**config.mk**
```make
export PLATFORM = sky130hd
export DESIGN_NAME = conv_stream_mac
export DESIGN_NICKNAME = d
export VERILOG_FILES = /design/src/rtl/conv_pkg.sv /design/src/rtl/conv_adder_tree.sv /design/src/rtl/conv_stream_mac.sv
export SDC_FILE = /design/constraint.sdc
export NUM_CORES = 2
export LEC_CHECK = 0
export CAP_MARGIN = 20
export CELL_PAD_IN_SITES_DETAIL_PLACEMENT = 1
export CELL_PAD_IN_SITES_GLOBAL_PLACEMENT = 1
export CORE_MARGIN = 2
export CORE_UTILIZATION = 45
export CTS_BUF_LIST = sky130_fd_sc_hd__clkbuf_8
export DETAILED_ROUTE_END_ITERATION = 16
export PLACE_DENSITY = 0.78
export SYNTH_ARGS = -nofsm -noshare
export SYNTH_HDL_FRONTEND = slang
export SYNTH_SLANG_ARGS = --single-unit
```
**constraint.sdc**
```tcl
create_clock -name clk -period 68.9 [get_ports clk]
set_clock_uncertainty 0.15 [all_clocks]
set_input_delay 13.78 -clock clk [delete_from_list [all_inputs] [get_ports clk]]
set_output_delay 13.78 -clock clk [all_outputs]
set_load 0.01 [all_outputs]
```
**src/rtl/conv_pkg.sv**
```systemverilog
// Shared definitions for the streaming convolution MAC: FSM state encoding,
// a constant log2 helper and width derivations for products and sums.
package conv_pkg;

    typedef enum logic [1:0] {
        EMPTY = 2'd0,
        LOAD  = 2'd1,
        RUN   = 2'd2
    } state_t;

    // ceil(log2(v)); 0 for v <= 1
    function automatic int clog2(input int unsigned v);
        int unsigned r;
        r = 0;
        while ((64'd1 << r) < 64'(v)) r++;
        return int'(r);
    endfunction

    // Exact signed product width of two DATA_W operands
    function automatic int prod_w(input int data_w);
        return 2 * data_w;
    endfunction

    // Exact signed width of the sum of 'taps' products
    function automatic int sum_w(input int data_w, input int taps);
        return prod_w(data_w) + clog2(taps);
    endfunction

endpackage

```
**src/rtl/conv_adder_tree.sv**
```systemverilog
// Registered binary adder tree: one level per clock, odd leftover nodes pass
// through. A single stall input freezes every level and its valid bit.
module conv_adder_tree
    import conv_pkg::*;
#(
    parameter  int LEAVES = 16,
    parameter  int W      = 16,
    localparam int LV     = clog2(LEAVES),
    localparam int SW     = W + LV
) (
    input  logic                  clk,
    input  logic                  rst,
    input  logic                  stall,
    input  logic                  in_valid,
    input  logic [LEAVES*W-1:0]   in_data,
    output logic                  out_valid,
    output logic signed [SW-1:0]  out_sum,
    output logic                  busy
);

    logic [LV:1] lv_vld;

    for (genvar l = 0; l <= LV; l++) begin : g_lvl
        localparam int CNT = (LEAVES + (1 << l) - 1) >> l;
        logic signed [SW-1:0] node [CNT];
        logic                 vld;

        if (l == 0) begin : g_leaf
            assign vld = in_valid;
            for (genvar i = 0; i < CNT; i++) begin : g_ext
                assign node[i] = SW'($signed(in_data[i*W +: W]));
            end
        end else begin : g_add
            localparam int PCNT = (LEAVES + (1 << (l - 1)) - 1) >> (l - 1);

            assign lv_vld[l] = vld;

            // Level valid bit advances with the pipeline unless stalled
            always_ff @(posedge clk or posedge rst) begin
                if (rst) begin
                    vld <= 1'b0;
                end else if (!stall) begin
                    vld <= g_lvl[l-1].vld;
                end
            end

            for (genvar i = 0; i < CNT; i++) begin : g_node
                if (2 * i + 1 < PCNT) begin : g_pair
                    // Sum of two child nodes
                    always_ff @(posedge clk or posedge rst) begin
                        if (rst) begin
                            node[i] <= '0;
                        end else if (!stall) begin
                            node[i] <= g_lvl[l-1].node[2*i] + g_lvl[l-1].node[2*i+1];
                        end
                    end
                end else begin : g_pass
                    // Unpaired child is delayed one level unchanged
                    always_ff @(posedge clk or posedge rst) begin
                        if (rst) begin
                            node[i] <= '0;
                        end else if (!stall) begin
                            node[i] <= g_lvl[l-1].node[2*i];
                        end
                    end
                end
            end
        end
    end

    assign out_valid = g_lvl[LV].vld;
    assign out_sum   = g_lvl[LV].node[0];
    assign busy      = |lv_vld;

endmodule

```
**src/rtl/conv_stream_mac.sv**
```systemverilog
// KSIZE x KSIZE signed convolution MAC with valid/ready streaming, a serially
// loaded kernel file, registered multiply/adder-tree pipeline with global
// stall, signed saturation to OUT_W and optional ReLU.
// Define CONV_RELU_EN to build the ReLU path; otherwise relu_en is ignored.
module conv_stream_mac
    import conv_pkg::*;
#(
    parameter int DATA_W = 8,
    parameter int KSIZE  = 4,
    parameter int OUT_W  = 25
) (
    input  logic                          clk,
    input  logic                          rst,
    input  logic                          k_valid,
    output logic                          k_ready,
    input  logic [DATA_W-1:0]             k_data,
    input  logic                          in_valid,
    output logic                          in_ready,
    input  logic [KSIZE*KSIZE*DATA_W-1:0] in_window,
    input  logic                          relu_en,
    output logic                          out_valid,
    input  logic                          out_ready,
    output logic [OUT_W-1:0]              out_data,
    output logic                          out_neg,
    output logic                          kernel_ok
);

    localparam int N      = KSIZE * KSIZE;
    localparam int PROD_W = prod_w(DATA_W);
    localparam int SUM_W  = sum_w(DATA_W, N);
    localparam int CNT_W  = clog2(N);

    state_t                    state;
    logic [CNT_W-1:0]          cnt;
    logic signed [DATA_W-1:0]  kern [N];

    logic                      s1_valid;
    logic [N*PROD_W-1:0]       s1_prod;
    logic                      tree_valid;
    logic signed [SUM_W-1:0]   tree_sum;
    logic                      tree_busy;

    logic                      stall;
    logic                      pipe_empty;
    logic                      k_fire;
    logic                      in_fire;
    logic signed [OUT_W-1:0]   sat_val;
    logic                      relu_zero;

    assign stall      = out_valid && !out_ready;
    assign pipe_empty = !s1_valid && !tree_busy && !out_valid;
    // In RUN a pending kernel word takes priority over a window when the
    // pipeline is empty, so in_ready is withheld in exactly that case.
    assign k_ready    = (state != RUN) || pipe_empty;
    assign in_ready   = (state == RUN) && !stall && !(k_valid && pipe_empty);
    assign k_fire     = k_valid && k_ready;
    assign in_fire    = in_valid && in_ready;

    // Kernel load FSM: taps written row-major, RUN once all N are present
    always_ff @(posedge clk or posedge rst) begin
        if (rst) begin
            state     <= EMPTY;
            cnt       <= '0;
            kernel_ok <= 1'b0;
            for (int unsigned i = 0; i < N; i++) kern[i] <= '0;
        end else begin
            case (state)
                EMPTY: begin
                    if (k_fire) begin
                        kern[0] <= k_data;
                        cnt     <= CNT_W'(1);
                        state   <= LOAD;
                    end
                end
                LOAD: begin
                    if (k_fire) begin
                        kern[cnt] <= k_data;
                        if (cnt == CNT_W'(N - 1)) begin
                            cnt       <= '0;
                            state     <= RUN;
                            kernel_ok <= 1'b1;
                        end else begin
                            cnt <= cnt + 1'b1;
                        end
                    end
                end
                RUN: begin
                    if (k_fire) begin
                        kern[0]   <= k_data;
                        cnt       <= CNT_W'(1);
                        state     <= LOAD;
                        kernel_ok <= 1'b0;
                    end
                end
                default: begin
                    state     <= EMPTY;
                    cnt       <= '0;
                    kernel_ok <= 1'b0;
                end
            endcase
        end
    end

    // Stage 1: all N tap products registered on window acceptance
    always_ff @(posedge clk or posedge rst) begin
        if (rst) begin
            s1_valid <= 1'b0;
            s1_prod  <= '0;
        end else if (!stall) begin
            s1_valid <= in_fire;
            if (in_fire) begin
                for (int unsigned i = 0; i < N; i++) begin
                    s1_prod[i*PROD_W +: PROD_W] <= PROD_W'(kern[i]) *
                        PROD_W'($signed(in_window[i*DATA_W +: DATA_W]));
                end
            end
        end
    end

    conv_adder_tree #(
        .LEAVES (N),
        .W      (PROD_W)
    ) u_tree (
        .clk       (clk),
        .rst       (rst),
        .stall     (stall),
        .in_valid  (s1_valid),
        .in_data   (s1_prod),
        .out_valid (tree_valid),
        .out_sum   (tree_sum),
        .busy      (tree_busy)
    );

    if (SUM_W > OUT_W) begin : g_sat
        localparam logic signed [SUM_W-1:0] SAT_MAX =
            {{(SUM_W - OUT_W + 1){1'b0}}, {(OUT_W - 1){1'b1}}};
        localparam logic signed [SUM_W-1:0] SAT_MIN =
            {{(SUM_W - OUT_W + 1){1'b1}}, {(OUT_W - 1){1'b0}}};

        // Clamp the exact sum into the narrower signed output range
        always_comb begin
            if (tree_sum > SAT_MAX) begin
                sat_val = SAT_MAX[OUT_W-1:0];
            end else if (tree_sum < SAT_MIN) begin
                sat_val = SAT_MIN[OUT_W-1:0];
            end else begin
                sat_val = tree_sum[OUT_W-1:0];
            end
        end
    end else begin : g_ext
        assign sat_val = OUT_W'(tree_sum);
    end

`ifdef CONV_RELU_EN
    assign relu_zero = relu_en && tree_sum[SUM_W-1];
`else
    logic unused_relu_en;
    assign unused_relu_en = relu_en;
    assign relu_zero      = 1'b0;
`endif

    // Final stage: sign flag, ReLU and saturation, held while stalled
    always_ff @(posedge clk or posedge rst) begin
        if (rst) begin
            out_valid <= 1'b0;
            out_data  <= '0;
            out_neg   <= 1'b0;
        end else if (!stall) begin
            out_valid <= tree_valid;
            if (tree_valid) begin
                out_neg  <= tree_sum[SUM_W-1];
                out_data <= relu_zero ? '0 : sat_val;
            end
        end
    end

endmodule

```
==> results.md <==
* Run status: finished, final reports clean
* Port Buffers at 170
* Synth area leader: fa_1
* FF+latch count, synth at around 690
* Critical Path Sink Type: primary output
* Synth top area cells: fa_1 24%, dfrtp_1 23%, ha_1 12%
* R2R Setup Slk at 63.79 ns
* Fin. Hold Viols at 0
* Die X-Extent at just over 400 um
* DR vias at approximately 57,000
* Total track usage at 0.242
* HP Class: reg2reg
* Global route overflow at 0
* Worst setup path endpoint: in_ready
* Max_slew headroom at 0.248
* Iter 0 DRT Violations at ~2,400
* Worst slew pin tran at 1.13 ns
* Slowest CP cell: nor2_1
* Non-filler cells, final at about 11,000
* Reg2reg end: s1_prod[111]
* Drt first pass iters at 8
* Clk Latency, worst-skew pair at approximately 0.86 ns
* Fin nets at a little over 10,000
* Synth async-reset ratio at 1.00
* CTS Root Buffer Type: clkbuf_8
* Vias in the first global route at between 60,000 and 70,000
* Fin crit period at 30.02 ns
* Synth Net Count at ~9,900
* Core area at 167,000 sq um
* Hold-fix buffers, CTS at 0
* Fillcell total at around 19,000
* Initial Utilization at 0.453
* Initial antenna violation count at 16
* H-tree Lvls at 4
* Largest net degree at the start of global routing at between 200 and 250
* Number of enable flip-flop cells after synthesis at 0
* TritonCTS buffer count at roughly 140
* Origin of the critical flop-to-flop path: kern[79]
* Fmax at about 33 MHz
* Fin crit share at 0.436
* Netlist cell types at 70
* Clock sink count at 693
* Worst Path Arrival at ~16 ns
* Inst Count DP at roughly 10,000
* Most common cell after layout, fill and taps aside: inv_1
* Worst Reg-to-Reg Cells at 17
* Worst Path Class, Setup: in2out
* Setup Fix Bufs, Post-CTS at 0
* Die area at 172,000 sq um
* Vias/cell at 5.33
* Cells after Synth at roughly 8,200
* Clock buffer depth at 3
* Buffers plus inverters on the worst setup path at 3
* CP Cell Sequence: clkdlybuf4s50_1 > nor2b_4 > buf_12 > nor2_1 > clkdlybuf4s50_1
* CTS tree: yes
* Critical Path Source Type: input pin
* Die Ht at a little over 400 um
* CP peak stage delay at about 0.67 ns
* Netlist Area Pre-Place at roughly 76,000 sq um
* Crit-path most repeated cell: clkdlybuf4s50_1
* Post-detailed-route count of antenna-violating nets at 0
* Average wire per cell in the routed design at ~19 um
* Setup TNS at 0 ns
* Pins Over Slew Limit at 0
* CP max FO at 202
* Resized cells post-CTS at 0
* Dpl hpwl at approximately 160 mm
* Sequential share of the synthesized area at 0.229
* P&R area growth vs syn at 8.94%
* CP delay by family, top: buffers and inverters
* Total Wirelength at slightly above 200 mm
* Commonest non-fill, non-tap cells in the layout: 1,389 x inv_1, 908 x nand2_1, 895 x fa_1, 721 x ha_1, 693 x dfrtp_1
* Final setup fails at 0
* IO Pins at between 150 and 200
* Prevailing post-synth register cell: dfrtp_1
* Required time worst endpoint at between 50 and 60 ns
* Yosys warns at 0
* Worst path depth at 5
* Syn_area_per_cell at approximately 9.3 sq um
* Crit. Startpoint: out_ready
* Max_cap viols at 0
* DRC Markers at 0
* Cell row count at 150
* First-pass GRT wire length at 338 mm
* Layout cells sized above 1 at 0.0536
* RSZ-0062 raised after global routing: no
* Final Util at 0.493
* Reg clk slew, reported paths at around 0.050 ns
* Synth top area share at 0.237
* RD Place Congestion at between 0.8 and 0.9
[layout make-up]
type	count	area (sq um)	area share
Antenna cell	8	20.0	0.000243
Clock buffer	166	2280	0.0277
Clock inverter	74	489	0.00593
Inverter	1358	5100	0.0619
Multi-Input combinational cell	5958	52600	0.638
Sequential cell	693	17300	0.210
Tap cell	2204	2760	0.0334
Timing Repair Buffer	195	1900	0.0230
[worst min path at each step]
stage	startpoint	endpoint	slack [ns]	cells after the start
4_1_cts	u_tree.g_lvl[3].node[20]	u_tree.g_lvl[3].node[20]	0.33	2
3_3_place_gp	u_tree.g_lvl[1].node[140]	u_tree.g_lvl[1].node[140]	0.31	2
2_1_floorplan	u_tree.out_sum[0]	u_tree.out_sum[0]	0.28	2
5_1_grt	u_tree.g_lvl[1].node[60]	u_tree.g_lvl[1].node[60]	0.36	2
3_5_place_dp	u_tree.g_lvl[3].node[20]	u_tree.g_lvl[3].node[20]	0.32	2
6_report	u_tree.out_sum[18]	u_tree.out_sum[18]	0.32	2
[synthesized netlist by cell type (39+ instances only)]
| cell | n |
|---|---|
| a21oi_1 | 407 |
| o21bai_1 | 39 |
| nor3_1 | 75 |
| o21a_1 | 71 |
| xnor2_1 | 251 |
| nand2b_1 | 108 |
| clkbuf_1 | 126 |
| nor2b_1 | 184 |
| a21o_1 | 83 |
| mux2_2 | 175 |
| xor2_1 | 133 |
| nor2_1 | 314 |
| inv_1 | 1358 |
| ha_1 | 721 |
| a211oi_1 | 71 |
| o31ai_1 | 55 |
| fa_1 | 895 |
| dfrtp_1 | 693 |
| o21ai_0 | 462 |
| and2_1 | 664 |
| nand2_1 | 908 |
[metal layers]
| metal | GRT usage | vias up | wire length [um] |
|---|---|---|---|
| met5 | 0 | - | 31 |
| met4 | 0.0635 | 6 | 4640 |
| met3 | 0.0263 | 299 | 6420 |
| met2 | 0.428 | 841 | 102000 |
| met1 | 0.316 | 29100 | 89500 |
| li1 | - | 26600 | - |
[worst reg2reg max path: stages, from the launching register on]
cell      delay (ns)
dfrtp_1         0.51
and2_1          0.24
fa_1            0.50
inv_1           0.06
fa_1            0.51
inv_1           0.06
fa_1            0.55
inv_1           0.06
fa_1            0.52
inv_1           0.06
ha_1            0.29
inv_1           0.08
o21ai_0         0.28
a41oi_1         0.29
a211oi_1        0.29
a21oi_1         0.11
xnor2_1         0.28
o21ai_0         0.12
[through the flow]
| stage | hold slack [ns] | area (sq um) | setup slack [ns] |
|---|---|---|---|
| floorplan | 0.285 | 75700 | 35.54 |
| global placement | 0.307 | 79700 | 38.79 |
| detailed placement | 0.316 | 79700 | 38.81 |
| CTS | 0.327 | 82500 | 38.79 |
| global route | 0.357 | 82500 | 38.80 |
| finish | 0.324 | 82500 | 38.88 |
[cell families (layout without fill, tap and decap cells)]
kind of cell,Yosys count,count (layout),synth area share
multiplexers,183,183,0.0271
AND/OR/NAND/NOR,2381,2381,0.156
buffers and inverters,1529,1793,0.0768
other,0,8,0
adder cells (fa/ha/maj),1616,1616,0.356
flip-flops,693,693,0.229
XOR/XNOR,384,384,0.0444
AO/OA/AOI/OAI,1394,1394,0.111
[state kept, by name, indices dropped and copies added, names as in the netlist]
name	cells
out_valid	1
u_tree.out_valid	1
s1_valid	1
out_data	20
kernel_ok	1
kern	128
u_tree.g_lvl.node	256
state	2
u_tree.out_sum	20
s1_prod	256
cnt	4
u_tree.g_lvl.vld	3
Power is left out: the tool's default activity adds up to more than one toggle a clock period on the data nets, which glitch-free logic cannot reach.
